**config.mk**
```make
export PLATFORM = sky130hd
export DESIGN_NAME = order_fetch_cache
export DESIGN_NICKNAME = d
export VERILOG_FILES = /design/src/rtl/order_fetch_cache.sv
export SDC_FILE = /design/constraint.sdc
export NUM_CORES = 2
export LEC_CHECK = 0
export CORE_ASPECT_RATIO = 0.75
export CORE_MARGIN = 2
export CORE_UTILIZATION = 56
export CTS_BUF_LIST = sky130_fd_sc_hd__clkbuf_16
export CTS_CLUSTER_SIZE = 28
export DETAILED_ROUTE_END_ITERATION = 6
export PLACE_DENSITY = 0.87
export REMOVE_ABC_BUFFERS = 1
export SLEW_MARGIN = 10
export SYNTH_ARGS = -nofsm -noshare
export SYNTH_HDL_FRONTEND = slang
export SYNTH_SLANG_ARGS = --single-unit
```
**constraint.sdc**
```tcl
create_clock -name clk -period 5.35 [get_ports clk]
set_input_delay 1.07 -clock clk [delete_from_list [all_inputs] [get_ports clk]]
set_output_delay 1.07 -clock clk [all_outputs]
set_load 0.02 [all_outputs]
```
**src/rtl/order_fetch_cache.sv**
```systemverilog
// order_fetch_cache: direct-mapped, read-only instruction cache for the 023A fetch port.
//
// Hits return the instruction word combinationally from order_address. A miss
// fetches the whole line from memory over a registered req/ack bus, one word per
// beat, starting at offset 0. flush invalidates every line; a fill in flight still
// runs to completion but leaves its line invalid.
//
// Optional build macro: ORDER_CACHE_STATS_EN adds 32-bit hit/miss counters.
// Without it hit_count/miss_count are tied to 0.
//
// Ports:
//   clk, rst_n       clock, asynchronous active-low reset
//   order_address    core fetch address (bits [1:0] ignored)
//   order_bus        instruction word, 0 unless order_read_cplt
//   order_read_cplt  order_bus valid for the current order_address
//   flush            single-cycle pulse, invalidates all lines
//   mem_req/mem_addr registered memory read request and word address
//   mem_rdata        memory read data, valid with mem_ack
//   mem_ack          beat accept; ignored while mem_req=0
//   hit_count        hit counter
//   miss_count       miss counter
module order_fetch_cache #(
  parameter int unsigned LINE_WORDS = 4,
  parameter int unsigned LINES      = 16
) (
  input  logic        clk,
  input  logic        rst_n,
  input  logic [31:0] order_address,
  output logic [31:0] order_bus,
  output logic        order_read_cplt,
  input  logic        flush,
  output logic        mem_req,
  output logic [31:0] mem_addr,
  input  logic [31:0] mem_rdata,
  input  logic        mem_ack,
  output logic [31:0] hit_count,
  output logic [31:0] miss_count
);

  localparam int unsigned OB = $clog2(LINE_WORDS);
  localparam int unsigned IB = $clog2(LINES);
  localparam int unsigned TW = 32 - 2 - OB - IB;

  typedef enum logic [0:0] {StIdle, StFill} state_e;

  logic [OB-1:0] offset;
  logic [IB-1:0] index;
  logic [TW-1:0] tag;
  logic          unused_addr_bits;

  assign offset           = order_address[2 +: OB];
  assign index            = order_address[2+OB +: IB];
  assign tag              = order_address[31 -: TW];
  assign unused_addr_bits = ^order_address[1:0];

  state_e            state_q, state_d;
  logic [LINES-1:0]  valid_q, valid_d;
  logic              mem_req_q, mem_req_d;
  logic [31:0]       mem_addr_q, mem_addr_d;
  logic [OB-1:0]     beat_q, beat_d;
  logic [IB-1:0]     fill_index_q, fill_index_d;
  logic [TW-1:0]     fill_tag_q, fill_tag_d;
  // Set by a flush seen during FILL so the completed line is not marked valid.
  logic              kill_q, kill_d;

  logic [31:0]   data_q [LINES][LINE_WORDS];
  logic [TW-1:0] tag_q  [LINES];

  logic hit, beat_ack, last_beat;

  assign hit       = (state_q == StIdle) && valid_q[index] && (tag_q[index] == tag);
  assign beat_ack  = (state_q == StFill) && mem_req_q && mem_ack;
  assign last_beat = (beat_q == OB'(LINE_WORDS - 1));

  assign order_read_cplt = hit;
  assign order_bus       = hit ? data_q[index][offset] : 32'd0;
  assign mem_req         = mem_req_q;
  assign mem_addr        = mem_addr_q;

  always_comb begin
    state_d      = state_q;
    valid_d      = flush ? '0 : valid_q;
    mem_req_d    = mem_req_q;
    mem_addr_d   = mem_addr_q;
    beat_d       = beat_q;
    fill_index_d = fill_index_q;
    fill_tag_d   = fill_tag_q;
    kill_d       = kill_q;
    unique case (state_q)
      StIdle: begin
        if (!hit) begin
          state_d      = StFill;
          mem_req_d    = 1'b1;
          mem_addr_d   = {order_address[31:2+OB], {(OB + 2){1'b0}}};
          fill_index_d = index;
          fill_tag_d   = tag;
          beat_d       = '0;
          kill_d       = 1'b0;
        end
      end
      StFill: begin
        if (flush) kill_d = 1'b1;
        if (beat_ack) begin
          if (last_beat) begin
            state_d   = StIdle;
            mem_req_d = 1'b0;
            beat_d    = '0;
            // A flush on this same edge also wins over the fill.
            if (!(kill_q || flush)) valid_d[fill_index_q] = 1'b1;
          end else begin
            beat_d     = beat_q + 1'b1;
            mem_addr_d = mem_addr_q + 32'd4;
          end
        end
      end
      default: state_d = StIdle;
    endcase
  end

  always_ff @(posedge clk or negedge rst_n) begin
    if (!rst_n) begin
      state_q      <= StIdle;
      valid_q      <= '0;
      mem_req_q    <= 1'b0;
      mem_addr_q   <= 32'd0;
      beat_q       <= '0;
      fill_index_q <= '0;
      fill_tag_q   <= '0;
      kill_q       <= 1'b0;
    end else begin
      state_q      <= state_d;
      valid_q      <= valid_d;
      mem_req_q    <= mem_req_d;
      mem_addr_q   <= mem_addr_d;
      beat_q       <= beat_d;
      fill_index_q <= fill_index_d;
      fill_tag_q   <= fill_tag_d;
      kill_q       <= kill_d;
    end
  end

  // Storage arrays are not reset; valid_q guards every read.
  always_ff @(posedge clk) begin
    if (beat_ack) begin
      data_q[fill_index_q][beat_q] <= mem_rdata;
      if (last_beat) tag_q[fill_index_q] <= fill_tag_q;
    end
  end

`ifdef ORDER_CACHE_STATS_EN
  logic        miss_start;
  logic [31:0] hit_cnt_q, miss_cnt_q;

  assign miss_start = (state_q == StIdle) && !hit;

  always_ff @(posedge clk or negedge rst_n) begin
    if (!rst_n) begin
      hit_cnt_q  <= 32'd0;
      miss_cnt_q <= 32'd0;
    end else begin
      if (hit)        hit_cnt_q  <= hit_cnt_q + 32'd1;
      if (miss_start) miss_cnt_q <= miss_cnt_q + 32'd1;
    end
  end

  assign hit_count  = hit_cnt_q;
  assign miss_count = miss_cnt_q;
`else
  assign hit_count  = 32'd0;
  assign miss_count = 32'd0;
`endif

endmodule

```
==> out/metrics.yaml <==
sta:
  min_period_ns: 6.50
  clock_skew_ns: 0.0331
  final_hold_viol_count: 0
  rsz0062_at_grt: "yes"
  max_freq_mhz: 154
  finalSetupTns_ns: -29.58
  tightestPinTransition_ns: 1.36
  fin_crit_sh: 1.22
  layout_setup_ws_ns: -1.15
  max_slew_margin: 0.0940
  setup_viol: 33
  drv_slew: 0
setup_path:
  r2r_setup_slack_ns: 0.89
  path_common_cell: "buf_4"
  worst_r2r_startpoint: "tag_q[10][2]"
  crit_buf_inv: 8
  end_kind: "output port"
  rr_worst_depth: 10
  crit_chain: "buf_16 -> buf_12 -> buf_4 -> buf_4 -> mux4_2 -> xor2_1 -> a2111oi_2 -> nor4_1 -> nor3_4 -> buf_12 -> nand2_8 -> clkbuf_16 -> a211oi_2 -> buf_4 -> buf_4"
  r2r-end: "mem_addr[26]"
  required_ns: 4.28
  start_kind: "input port"
  cp_max_fo: 9
  crit_arrival_ns: 5.43
  path_class: "input port to output port"
  max_stage_delay_ns: 0.91
  cp_slowest_cell: "a2111oi_2"
  crit_family: "buffers and inverters"
yosys:
  yosysSeqAreaShare: 0.771
  synth_flop_cell: "edfxtp_1"
  syn_avg_cell_area_um2: 23.5
  synth_edf_count: 2432
  synth-seq-cells: 2511
  yosys_warnings: 0
  synthesis.area_um2: 97200
  synth_cells: 4142
  ys_async_sr_fraction: 0.0315
  synth_cell_types: 56
placed_design:
  dp_slack_ns: -0.645
  gp_congestion: 0.844
  dp_hpwl_um: 150000
  port_buffers: 129
cts:
  cts_sinks: 2511
  cts_root_buffer: "clkbuf_16"
  numCtsBuffers: 205
  h-tree-depth: 4
  hold_buffers: 0
  cts_tree: "yes"
  clk_latency_ns: 0.89
  cts.path.max_buffers: 3
  clk_pin_slew_ns: 0.07
drt:
  drt-initial-drc-count: 10800
  drtPass1Iterations: 7
  wl_um: 310000
  wl_per_cell_um: 44.1
  drc: 10
  ant_nets: 0
  vias_per_cell: 7.55
  dr_total_vias: 53100
outcome:
  violations: "DRC, setup timing"
  status: "complete, but fails checks"
layout:
  syn_to_final_growth_pct: 14.1
  finalNetCount: 4646
  multi_input_area_um2: 22000
  ff_latch_area_um2: 75000
  layout-drive-gt1-share: 0.335
  nFillCells: 9976
floorplan:
  die_w_um: 485
  coreArea_um2: 173000
  start_util: 0.563
  ioPinCount: 198
  rows: 132
  die_area_um2: 177000
  die_y_um: 365
power_and_ir_drop:
  irDropWorstVdd_mv: 0.370
  power.leakage_nw: 35.2
  power_density_nw_per_um2: 388
  finalPower_mw: 43.1
run:
  drv_cap: 0
grt:
  grt_max_degree: 89
  grt_pass1_vias: 53200
  overflow: 0
  grt_usage: 0.346
  grt_pass1_wl_um: 420000
  grt_antenna_before_repair: 25
min_path:
  hp-class: "input port to asynchronous set/reset pin"
==> synthesized netlist by cell type, types with 20 or more instances <==
cell,n,area [um^2]
a211oi_1,32,240
mux4_2,745,16800
buf_4,74,556
mux2i_1,63,631
and3_1,28,175
dfrtp_1,79,1980
xnor2_1,22,193
nor3_1,20,100
nand3_1,22,110
mux2_2,30,338
edfxtp_1,2432,73000
buf_1,20,75.1
a221o_1,24,240
nor2_1,108,405
nand2_1,58,218
clkbuf_1,118,443
buf_2,65,325
==> state kept, by name, indices dropped and copies added, names as in the netlist <==
name,cells
beat_q,2
data_q,2048
fill_index_q,4
fill_tag_q,24
kill_q,1
mem_addr,30
mem_req,1
state_q,1
tag_q,384
valid_q,16
==> layer usage <==
metal,vias up,global-route usage,share of wire
met5,-,0,0.00090
met4,26,0.227,0.082
met3,1608,0.102,0.16
met2,6374,0.542,0.47
met1,26700,0.424,0.29
li1,18500,-,-
==> worst max-delay path by stage <==
stage | start | to | slack, ns | cells past startpoint
after floorplan | order_address[6] | mem_addr[19] | -1.49 | 7
after global placement | order_address[4] | order_bus[31] | -0.66 | 16
after detailed placement | order_address[4] | order_bus[31] | -0.64 | 16
after CTS | order_address[4] | order_bus[31] | -0.26 | 14
after global routing | order_address[4] | order_bus[7] | -1.07 | 15
final | order_address[4] | order_bus[7] | -1.15 | 15
==> stage by stage <==
stage               instances  hold WS [ns]  instance area (um^2)  utilization
floorplan                3923         0.457                 96000            -
global placement         6613         0.471                103000        0.599
detailed placement       6613         0.498                103000        0.599
CTS                      7012         0.159                111000        0.641
global route             7029         0.217                111000        0.643
finish                   7036         0.181                111000        0.643
==> final cells by class <==
class                           count  share of cell area
Sequential cell                  2511               0.676
Multi-Input combinational cell   1397               0.198
Clock buffer                      209              0.0471
Timing Repair Buffer              443              0.0413
Tap cell                         2278              0.0257
Clock inverter                    171              0.0114
Inverter                           15            0.000575
Antenna cell                       12            0.000271
==> cell families after synthesis <==
logic type      count (synthesis)  synth area share
compound gates                146            0.0115
fa+ha+maj                       5          0.000643
buf+inv                       299            0.0158
flops                        2511             0.771
simple gates                  312            0.0156
mux                           838             0.182
other cells                     1         0.0000386
xor+xnor                       30           0.00270
==> cell usage in the layout, fill, tap and decap left out, drive strengths merged, types with 20 or more instances in the layout <==
cell and instances:
edfxtp 2432, mux4 745, buf 377, clkbuf 212, nor2 108, clkinv 97
dfrtp 79, inv 67, conb 66, mux2i 63, nand2 59, clkdlybuf4s50 57
a211oi 32, mux2 30, and3 28, a221o 24, nand3 22, xnor2 22
nor3 20
==> what timing repair did <==
action | CTS | global route
pin swaps | 8 | 8
setup buffers | 14 | 9
cloned | 6 | 2
endpoints found under the setup margin | 33 | 33
endpoints found under the hold margin | 0 | 0
gates resized for setup | 132 | 29
==> power by group <==
part | switching [mW] | total [mW] | internal, mW | leakage (nW)
Clock | 7.44 | 15.3 | 7.84 | 3.36
Combinational | 2.64 | 4.18 | 1.54 | 9.03
Sequential | 0.925 | 23.6 | 22.7 | 22.8
Total | 11.0 | 43.1 | 32.1 | 35.2
(Power assumes the default switching activity.)
